$ cat config.mk
export PLATFORM = sky130hd
export DESIGN_NAME = pixel_writeback_arbiter
export DESIGN_NICKNAME = d
export VERILOG_FILES = /design/src/rtl/render_pkg.sv /design/src/rtl/rr_arbiter.sv /design/src/rtl/pixel_writeback_arbiter.sv
export SDC_FILE = /design/constraint.sdc
export NUM_CORES = 1
export LEC_CHECK = 0
export ABC_AREA = 1
export BUFFER_PORTS_ARGS = -buffer_cell sky130_fd_sc_hd__buf_2
export CAP_MARGIN = 20
export CORE_ASPECT_RATIO = 0.75
export CORE_MARGIN = 3
export CORE_UTILIZATION = 55
export DETAILED_ROUTE_END_ITERATION = 6
export HOLD_SLACK_MARGIN = 0.05
export PLACE_DENSITY = 0.81
export SETUP_SLACK_MARGIN = 0.15
export SLEW_MARGIN = 20
export SYNTH_ARGS = -nofsm -noshare
export SYNTH_HDL_FRONTEND = slang
export SYNTH_SLANG_ARGS = --single-unit
$ cat constraint.sdc
create_clock -name clk_in -period 8.58 [get_ports clk_in]
set_input_delay 0.858 -clock clk_in [delete_from_list [all_inputs] [get_ports clk_in]]
set_output_delay 0.858 -clock clk_in [all_outputs]
set_load 0.005 [all_outputs]
$ cat src/rtl/render_pkg.sv
// Shared rendering types: default frame geometry, the pixel record that the
// raymarcher lanes hand over, and the frame-buffer address computation.
package render_pkg;

  localparam int unsigned DEF_NUM_LANES  = 3;
  localparam int unsigned DEF_WIDTH      = 1280;
  localparam int unsigned DEF_HEIGHT     = 720;
  localparam int unsigned DEF_COLOR_BITS = 24;

  localparam int unsigned X_W    = $clog2(DEF_WIDTH);
  localparam int unsigned Y_W    = $clog2(DEF_HEIGHT);
  localparam int unsigned ADDR_W = $clog2(DEF_WIDTH * DEF_HEIGHT);
  localparam int unsigned CNT_W  = ADDR_W + 1;

  typedef struct packed {
    logic [X_W-1:0]            x;
    logic [Y_W-1:0]            y;
    logic [DEF_COLOR_BITS-1:0] color;
  } pixel_t;

  // Row-major linear address, evaluated at full address width so the
  // product WIDTH*y cannot be truncated to the coordinate width.
  function automatic logic [ADDR_W-1:0] pixel_addr(input logic [X_W-1:0] x,
                                                   input logic [Y_W-1:0] y);
    return ADDR_W'(x) + ADDR_W'(DEF_WIDTH) * ADDR_W'(y);
  endfunction

endpackage

$ cat src/rtl/rr_arbiter.sv
// Round-robin arbiter: picks the first request at or after the pointer
// (wrapping), and moves the pointer just past the winner. No request leaves
// the pointer where it is.
module rr_arbiter #(
  parameter int unsigned N = 3,
  localparam int unsigned IW = (N > 1) ? $clog2(N) : 1
) (
  input  logic          clk_in,
  input  logic          rst_in,
  input  logic [N-1:0]  req_in,
  output logic [N-1:0]  gnt_out,
  output logic [IW-1:0] gnt_idx_out,
  output logic          gnt_valid_out
);

  logic [IW-1:0] ptr_q;
  logic [IW-1:0] ptr_d;
  logic [IW:0]   cand_w;
  logic [IW-1:0] idx_s;
  logic          found_s;

  // Scan requests starting at the pointer, wrapping modulo N.
  always_comb begin
    found_s = 1'b0;
    idx_s   = '0;
    cand_w  = '0;
    for (int unsigned off = 0; off < N; off++) begin
      cand_w = {1'b0, ptr_q} + (IW+1)'(off);
      if (cand_w >= (IW+1)'(N)) begin
        cand_w = cand_w - (IW+1)'(N);
      end else begin
        cand_w = cand_w;
      end
      if (!found_s && req_in[cand_w[IW-1:0]]) begin
        found_s = 1'b1;
        idx_s   = cand_w[IW-1:0];
      end else begin
        found_s = found_s;
      end
    end
  end

  // Next pointer sits one past the winner; idle cycles keep it.
  always_comb begin
    if (!found_s) begin
      ptr_d = ptr_q;
    end else if (idx_s == IW'(N - 1)) begin
      ptr_d = '0;
    end else begin
      ptr_d = idx_s + IW'(1);
    end
  end

  // Pointer register.
  always_ff @(posedge clk_in or posedge rst_in) begin
    if (rst_in) begin
      ptr_q <= '0;
    end else begin
      ptr_q <= ptr_d;
    end
  end

  assign gnt_out       = found_s ? (N'(1) << idx_s) : '0;
  assign gnt_idx_out   = idx_s;
  assign gnt_valid_out = found_s;

endmodule

$ cat src/rtl/pixel_writeback_arbiter.sv
// Collects finished pixels from several raymarcher lanes (one hold slot per
// lane), round-robins them onto the single frame-buffer write port through a
// two-stage pipeline, range-checks coordinates and flags end-of-frame.
// Geometry parameters are expected to match the render_pkg defaults, which
// size the pixel record.
module pixel_writeback_arbiter
  import render_pkg::*;
#(
  parameter int unsigned NUM_LANES  = DEF_NUM_LANES,
  parameter int unsigned WIDTH      = DEF_WIDTH,
  parameter int unsigned HEIGHT     = DEF_HEIGHT,
  parameter int unsigned COLOR_BITS = DEF_COLOR_BITS
) (
  input  logic                                 clk_in,
  input  logic                                 rst_in,
  input  logic [NUM_LANES-1:0]                 lane_valid_in,
  output logic [NUM_LANES-1:0]                 lane_ready_out,
  input  logic [NUM_LANES*$clog2(WIDTH)-1:0]   lane_x_in,
  input  logic [NUM_LANES*$clog2(HEIGHT)-1:0]  lane_y_in,
  input  logic [NUM_LANES*COLOR_BITS-1:0]      lane_color_in,
  output logic                                 wr_en_out,
  output logic [$clog2(WIDTH*HEIGHT)-1:0]      wr_addr_out,
  output logic [COLOR_BITS-1:0]                wr_data_out,
  output logic                                 frame_done_out,
  output logic [$clog2(WIDTH*HEIGHT):0]        pixels_written_out,
  output logic                                 range_err_out
);

  localparam int unsigned XW = $clog2(WIDTH);
  localparam int unsigned YW = $clog2(HEIGHT);
  localparam int unsigned AW = $clog2(WIDTH * HEIGHT);
  localparam int unsigned CW = AW + 1;
  localparam int unsigned IW = (NUM_LANES > 1) ? $clog2(NUM_LANES) : 1;

  logic [NUM_LANES-1:0] hold_valid_q;
  logic [NUM_LANES-1:0] hold_valid_d;
  pixel_t               hold_pix_q [NUM_LANES];

  logic [NUM_LANES-1:0] gnt_s;
  logic [IW-1:0]        gnt_idx_s;
  logic                 gnt_valid_s;

  logic                 s1_valid_q;
  pixel_t               s1_pix_q;
  logic                 s1_in_range_s;
  logic                 s1_last_s;
  logic                 s1_write_s;

  logic                 wr_en_q;
  logic [AW-1:0]        wr_addr_q;
  logic [COLOR_BITS-1:0] wr_data_q;
  logic                 frame_done_q;
  logic [CW-1:0]        cnt_q;
  logic                 range_err_q;

  // A slot is open whenever it is empty; never offered during reset.
  assign lane_ready_out = ~hold_valid_q & {NUM_LANES{~rst_in}};

  rr_arbiter #(.N(NUM_LANES)) u_rr (
    .clk_in        (clk_in),
    .rst_in        (rst_in),
    .req_in        (hold_valid_q),
    .gnt_out       (gnt_s),
    .gnt_idx_out   (gnt_idx_s),
    .gnt_valid_out (gnt_valid_s)
  );

  // A granted slot empties; an open slot fills on a handshake. The two never
  // hit the same slot because a granted slot is full and therefore not ready.
  always_comb begin
    hold_valid_d = (hold_valid_q & ~gnt_s) | (lane_valid_in & lane_ready_out);
  end

  // Hold slots: capture x, y and colour on the handshake edge.
  always_ff @(posedge clk_in or posedge rst_in) begin
    if (rst_in) begin
      hold_valid_q <= '0;
      for (int i = 0; i < NUM_LANES; i++) begin
        hold_pix_q[i] <= '0;
      end
    end else begin
      hold_valid_q <= hold_valid_d;
      for (int i = 0; i < NUM_LANES; i++) begin
        if (lane_valid_in[i] && lane_ready_out[i]) begin
          hold_pix_q[i].x     <= lane_x_in[i*XW +: XW];
          hold_pix_q[i].y     <= lane_y_in[i*YW +: YW];
          hold_pix_q[i].color <= lane_color_in[i*COLOR_BITS +: COLOR_BITS];
        end
      end
    end
  end

  // Stage 1: register the granted pixel.
  always_ff @(posedge clk_in or posedge rst_in) begin
    if (rst_in) begin
      s1_valid_q <= 1'b0;
      s1_pix_q   <= '0;
    end else begin
      s1_valid_q <= gnt_valid_s;
      s1_pix_q   <= hold_pix_q[gnt_idx_s];
    end
  end

  // Range and last-pixel decode on the stage-1 pixel; widened compares keep
  // power-of-two geometries correct.
  always_comb begin
    s1_in_range_s = ({1'b0, s1_pix_q.x} < (X_W+1)'(WIDTH)) &&
                    ({1'b0, s1_pix_q.y} < (Y_W+1)'(HEIGHT));
    s1_last_s     = (s1_pix_q.x == X_W'(WIDTH - 1)) &&
                    (s1_pix_q.y == Y_W'(HEIGHT - 1));
    s1_write_s    = s1_valid_q && s1_in_range_s;
  end

  // Stage 2: write strobe, address, data, frame bookkeeping and error flag.
  always_ff @(posedge clk_in or posedge rst_in) begin
    if (rst_in) begin
      wr_en_q      <= 1'b0;
      wr_addr_q    <= '0;
      wr_data_q    <= '0;
      frame_done_q <= 1'b0;
      cnt_q        <= '0;
      range_err_q  <= 1'b0;
    end else begin
      wr_en_q      <= s1_write_s;
      frame_done_q <= s1_write_s && s1_last_s;
      range_err_q  <= range_err_q | (s1_valid_q && !s1_in_range_s);
      if (s1_write_s) begin
        wr_addr_q <= AW'(pixel_addr(s1_pix_q.x, s1_pix_q.y));
        wr_data_q <= s1_pix_q.color;
        cnt_q     <= s1_last_s ? '0 : cnt_q + CW'(1);
      end
    end
  end

  assign wr_en_out          = wr_en_q;
  assign wr_addr_out        = wr_addr_q;
  assign wr_data_out        = wr_data_q;
  assign frame_done_out     = frame_done_q;
  assign pixels_written_out = cnt_q;
  assign range_err_out      = range_err_q;

endmodule

==> results.toml, run 1 <==
[final_layout]
instances_no_fill = 1602
drive_above_1_share_pct = 36.9
num-nets-final = 1467
mostFrequentLayoutCell = "sky130_fd_sc_hd__nand2_1"
synthToLayoutAreaGrowth_pct = 17.0
layout.cells.most_common_list = "sky130_fd_sc_hd__nand2_1 (317), sky130_fd_sc_hd__dfrtp_1 (254), sky130_fd_sc_hd__buf_2 (210), sky130_fd_sc_hd__mux2_2 (135), sky130_fd_sc_hd__nand3_2 (73)"

[setup_path]
r2r_setup_slack_ps = 5760
timing.critical_path.slowest_stage_cell = "sky130_fd_sc_hd__nand2_4"
timing.critical_path.buf_inv = 3
start_kind = "flop"
crit_chain = "inv_1 -> ha_1 -> inv_1 -> nand3_2 -> nand2_2 -> nand4_1 -> nand2_4 -> inv_6 -> nand2_1 -> nand3_1"
worst-setup-path-type = "flop to flop"
critPathCaptureType = "flop"
critPathMaxFanout = 48
arrival_time_of_the_worst_setup_path_ps = 3200
critical-path-top-cell-by-count = "sky130_fd_sc_hd__inv_1"
max_stage_delay_ps = 650
timing.critical_path.required_ps = 8960
critical_path.top_delay_family = "simple AND/OR/NAND/NOR gates"

[timing]
finalHoldViolations = 0
final-setup-viol-count = 0
finalWorstPathRequiredPeriod_ps = 2820
fin_tns_setup_ps = 0
finalMaxSlewViolations = 0
worst-slew-pin-transition_ps = 876
finalWorstSetupSlack_ps = 5760
worst_hold_slack_across_all_endpoints_ps = 435
max-slew-margin-rel_pct = 41.6
rsz0062_at_grt = "false"
fin_crit_sh_pct = 32.9
fmax_mhz = 355
skew_ps = 18.9

[logic_synthesis]
mappedNetlistArea_sq_mm = 0.0117
synthCells = 1102
postSynthAreaPerCell_sq_um = 10.6
syn_nets = 1266
synth_flop_cell = "sky130_fd_sc_hd__dfrtp_1"
yosysWarnings = 0
yosysSeqAreaShare_pct = 54.2
synth-edff-count = 0
postSynth.asyncResetShare_pct = 100
synth.ff_latch_count = 254
synth_cell_type_count = 42

[clock_tree]
insertion_delay_ps = 530
ctsHoldBuffers = 0
clk_pin_slew_ps = 70
cts-resized-gates = 0
clock-sinks = 254
clock_tree_buf_depth = 3
cts-root-buf = "sky130_fd_sc_hd__clkbuf_16"
cts_inserted_buffers = 25
post_cts.repair.setup_buffers = 0
htree_levels = 1
tritoncts = "done"

[power_and_ir_drop]
vdd_ir_drop_max_uv = 440
p_comb_share_pct = 48.5
share_seq_of_total_power_pct = 34.4
p_sw_share_pct = 43.1
p_total_mw = 6.28
netSwitchingPower_mw = 2.70
power_leakage_nw = 6.88
power_report.internal_total_mw = 3.57
power_frac_clock_pct = 17.2
pwr_density_cell_mw_per_mm2 = 458

[run]
max_cap_viol_count = 0

[die]
num_rows = 45
initial_utilization_pct = 56.9
dieArea_sq_mm = 0.0231
fp.dieH_um = 132
floorplan.io_pins = 211
coreArea_sq_mm = 0.0206
die-width_um = 175

[route]
detailedRoute.firstIterationViolations = 554
antenna_violating_nets_left = 0
via_per_instance_ratio = 5.41
routed_wirelength_mm = 27.8
remaining_drc_errors = 0
routed-via-count = 8668
routedWlPerCell_um = 17.3
first_pass_iters = 5

[global_routing]
grt_util_all_layers_pct = 24.1
grt_pass1_vias = 8886
pin_count_of_the_biggest_net_entering_global_routing = 122
grt_pass1_wl_mm = 45.4
sum_of_overflow_across_all_layers_after_global_routing = 0
grt_antenna_before_repair = 6

[placed_design]
placed_cells = 1558
dpl.hpwl_mm = 18.6
pre_cts_slack_ps = 5800
place.port_buffers = 210
place.gp.congestion = 0.922

[status]
outcome = "completed"

[min_path]
min-delay-path-class = "flop to flop"
-- per-layer routing --
metal / vias to the layer above / track usage, % / share of wire, %
li1: 4071 / - / -
met1: 4281 / 34.6 / 46
met2: 244 / 37.6 / 45
met3: 64 / 5.42 / 6.3
met4: 8 / 6.55 / 2.6
met5: - / 0 / 0.20
-- cell usage after synthesis (7+ instances only) --
library cell               instances  area share (%)
sky130_fd_sc_hd__nand2_1         320              10
sky130_fd_sc_hd__dfrtp_1         254              54
sky130_fd_sc_hd__mux2_2          135              13
sky130_fd_sc_hd__nand3_2          73             6.2
sky130_fd_sc_hd__nand3_1          54             2.3
sky130_fd_sc_hd__inv_1            51             1.6
sky130_fd_sc_hd__nor2_1           41             1.3
sky130_fd_sc_hd__buf_2            25             1.1
sky130_fd_sc_hd__ha_1             22             2.3
sky130_fd_sc_hd__o21ai_0          21            0.90
sky130_fd_sc_hd__nand4_1          19             1.0
sky130_fd_sc_hd__nor3_1           13            0.55
sky130_fd_sc_hd__a21oi_1          12            0.51
sky130_fd_sc_hd__clkbuf_1          7            0.22
-- through the flow --
step,cell area [sq um],utilization (%)
5_1_grt,13700,66.6
6_report,13700,66.6
4_1_cts,13700,66.5
3_3_place_gp,12900,62.5
3_5_place_dp,12900,62.6
2_1_floorplan,11700,-
-- power by group through the flow --
stage,Combinational (mW),Sequential [mW],Clock (mW)
finish,3.04,2.16,1.08
global route,3.42,2.22,1.15
CTS,3.07,2.15,1.10
detailed placement,3.05,2.16,0
global placement,2.93,2.14,0
floorplan,2.53,2.07,0
-- cell families (layout without fill, tap and decap cells) --
logic type | Yosys count | count (layout) | synth area share (%)
buffers and inverters | 99 | 315 | 4.49
xor gates and xnor gates | 8 | 8 | 0.598
adders and majority gates | 24 | 24 | 2.69
AOI/OAI and AO/OA | 44 | 44 | 2.16
and+or+nand+nor | 538 | 538 | 22.9
muxes | 135 | 135 | 13.0
other | 0 | 2 | 0
DFF | 254 | 254 | 54.2
-- layout make-up --
class | instances | area [sq um]
Timing Repair Buffer | 218 | 1120
Fill cell | 1644 | 6890
Tap cell | 282 | 353
Clock buffer | 35 | 733
Antenna cell | 2 | 5.00
Sequential cell | 254 | 6360
Clock inverter | 7 | 75.1
Multi-Input combinational cell | 749 | 4850
Inverter | 55 | 220
-- path summary, 6_finish.rpt --
kind | from | end | cells after the start
worst max-delay path | u_rr.ptr_q[0] | s1_pix_q[14] | 10
worst min-delay path | s1_pix_q[17] | wr_data_out[17] | 2
worst max register to register | u_rr.ptr_q[0] | s1_pix_q[14] | 10
worst min register to register | s1_pix_q[17] | wr_data_out[17] | 2
max in group asynchronous | rst_in | hold_pix_q[99] | 3
min in group asynchronous | rst_in | hold_pix_q[131] | 2
-- registers in the layout (all words and copies together), names as in the netlist --
register            cells
s1_valid_q              1
s1_pix_q               45
u_rr.ptr_q              2
wr_en_out               1
wr_data_out            24
hold_valid_q            3
range_err_out           1
hold_pix_q            135
frame_done_out          1
wr_addr_out            20
pixels_written_out     21
-- worst register-to-register path, stage by stage, from the launching register on --
cell and delay [ps]:
sky130_fd_sc_hd__dfrtp_1 360, sky130_fd_sc_hd__inv_1 60, sky130_fd_sc_hd__ha_1 330, sky130_fd_sc_hd__inv_1 200, sky130_fd_sc_hd__nand3_2 140, sky130_fd_sc_hd__nand2_2 120
sky130_fd_sc_hd__nand4_1 150, sky130_fd_sc_hd__nand2_4 650, sky130_fd_sc_hd__inv_6 350, sky130_fd_sc_hd__nand2_1 170, sky130_fd_sc_hd__nand3_1 130
No activity file was read; power rests on OpenSTA's default activity.
==> run 2, diff against run 1 <==
==> constraint.sdc (replaced) <==
create_clock -name clk_in -period 2.8 [get_ports clk_in]
set_input_delay 0.28 -clock clk_in [delete_from_list [all_inputs] [get_ports clk_in]]
set_output_delay 0.28 -clock clk_in [all_outputs]
set_load 0.005 [all_outputs]
==> results.toml, run 2 (synthesis gave the netlist of run 1 again) <==
[setup_path]
timing.critical_path.required_ps = 3260
r2r_setup_slack_ps = 290
crit_chain = "ha_4 -> ha_2 -> fa_1 -> xor2_2 -> inv_1 -> nor2_1 -> nand3_1 -> nor2_1 -> nand2_1 -> nand2_1 -> nand3_1 -> nand2_1"
critPathCaptureType = "flop"
worst-setup-path-type = "flop to flop"
critical-path-top-cell-by-count = "sky130_fd_sc_hd__nand2_1"
regToRegEndpoint = "wr_addr_out[18]"
setup.worst_path.start = "s1_pix_q[27]"
critical_path.top_delay_family = "adder cells"
timing.critical_path.slowest_stage_cell = "sky130_fd_sc_hd__fa_1"
max_stage_delay_ps = 510
critPathMaxFanout = 3
rr_worst_depth = 12
arrival_time_of_the_worst_setup_path_ps = 2970
timing.rr.start = "s1_pix_q[27]"
start_kind = "flop"
timing.critical_path.buf_inv = 1

[die]
num_rows = 45
fp.dieH_um = 132
initial_utilization_pct = 56.9
floorplan.io_pins = 211
coreArea_sq_mm = 0.0206
die-width_um = 175
dieArea_sq_mm = 0.0231

[route]
routed_wirelength_mm = 32.7
remaining_drc_errors = 0
antenna_violating_nets_left = 0
routed-via-count = 9474
first_pass_iters = 5
detailedRoute.firstIterationViolations = 626
via_per_instance_ratio = 5.39
routedWlPerCell_um = 18.6

[timing]
fmax_mhz = 398
skew_ps = 18.8
fin_tns_setup_ps = 0
fin_crit_sh_pct = 89.8
final-setup-viol-count = 0
finalMaxSlewViolations = 0
worst-slew-pin-transition_ps = 801
max-slew-margin-rel_pct = 46.5
finalWorstPathRequiredPeriod_ps = 2510
rsz0062_at_grt = "false"
finalHoldViolations = 0

[final_layout]
num-nets-final = 1618
mostFrequentLayoutCell = "sky130_fd_sc_hd__nand2_1"
layout.cells.most_common_list = "sky130_fd_sc_hd__nand2_1 (317), sky130_fd_sc_hd__dfrtp_1 (254), sky130_fd_sc_hd__buf_2 (210), sky130_fd_sc_hd__dlygate4sd3_1 (136), sky130_fd_sc_hd__mux2_2 (135)"
largest_register_ff_count = 135
synthToLayoutAreaGrowth_pct = 30.6
drive_above_1_share_pct = 34.3
largest_register = "hold_pix_q"
stdcell_area_sq_mm = 0.0153

[clock_tree]
htree_levels = 1
cts_inserted_buffers = 25
cts-root-buf = "sky130_fd_sc_hd__clkbuf_16"
clk_pin_slew_ps = 70
clock-sinks = 254
clock_tree_buf_depth = 3
tritoncts = "done"
insertion_delay_ps = 530

[status]
outcome = "completed"

[global_routing]
grt_pass1_vias = 10088
sum_of_overflow_across_all_layers_after_global_routing = 0
grt_antenna_before_repair = 5
grt_pass1_wl_mm = 53.1
grt_util_all_layers_pct = 28.6
pin_count_of_the_biggest_net_entering_global_routing = 62

[power_and_ir_drop]
pwr_density_cell_mw_per_mm2 = 1310
power_leakage_nw = 7.54
p_sw_share_pct = 43.9
p_comb_share_pct = 50.4
share_seq_of_total_power_pct = 33.0
vdd_ir_drop_max_uv = 1120
power_frac_clock_pct = 16.6
netSwitchingPower_mw = 8.83
power_report.internal_total_mw = 11.3

[min_path]
whs_endpoint = "wr_data_out[20]"
holdPathStages = 2
hold_start = "s1_pix_q[20]"
min-delay-path-class = "flop to flop"

[placed_design]
place.gp.congestion = 0.887
dpl.hpwl_mm = 19.7
place.port_buffers = 210
dpl-instance-area_sq_mm = 0.0131

[run]
max_cap_viol_count = 0
[run 2: area by class of cell]
cell class                 instances  area, sq um
sequential                       254         6360
fill                            1367         5300
multi-input combinational        749         4890
timing repair buffer             369         2670
clock buffer                      40          752
tap                              282          353
inverter                          55          216
clock inverter                     4         60.1
antenna                            5         12.5
[run 2: power by group through the flow]
stage,Clock [mW],Combinational (mW),Sequential [mW]
after floorplan,0,7.77,6.33
after global placement,0,9.35,6.52
after detailed placement,0,9.70,6.61
after CTS,3.36,9.90,6.56
after global routing,3.54,11.3,6.83
final,3.33,10.2,6.64
[run 2: per-stage QoR]
| step | hold WS, ps | std cells | power (mW) | utilization, % | worst slack [ps] |
|---|---|---|---|---|---|
| 2_1_floorplan | 418 | 1102 | 14.1 | - | -824 |
| 3_3_place_gp | 420 | 1571 | 15.9 | 63.4 | 276 |
| 3_5_place_dp | 427 | 1571 | 16.3 | 63.4 | 206 |
| 4_1_cts | 440 | 1751 | 19.8 | 74.0 | 200 |
| 5_1_grt | 451 | 1757 | 21.6 | 74.3 | 107 |
| 6_report | 436 | 1758 | 20.1 | 74.3 | 286 |
[run 2: worst max path at each step]
| stage | slack, ps | end | cells after the start |
|---|---|---|---|
| floorplan | -820 | frame_done_out | 1 |
| global placement | 280 | wr_addr_out[19] | 12 |
| detailed placement | 210 | wr_addr_out[19] | 11 |
| CTS | 200 | wr_addr_out[19] | 11 |
| global route | 110 | wr_addr_out[19] | 12 |
| finish | 290 | wr_addr_out[18] | 12 |
[run 2: worst min-delay path, delay by kind of cell, from the launching register on]
family	cells	cell delay, ps
simple gates	2	100
flops	1	320
[run 2: layer usage]
layer	GRT usage, %	wire length, um
met1	38.0	13500
met2	47.5	16000
met3	5.77	2030
met4	9.52	1090
met5	0	8
[run 2: what timing repair did]
item                       4_1_cts  5_1_grt
hold endpoints to repair       157        0
hold buffers                   136        0
resized for setup                0        7
setup endpoints to repair        0        3
setup buffers                    0        2
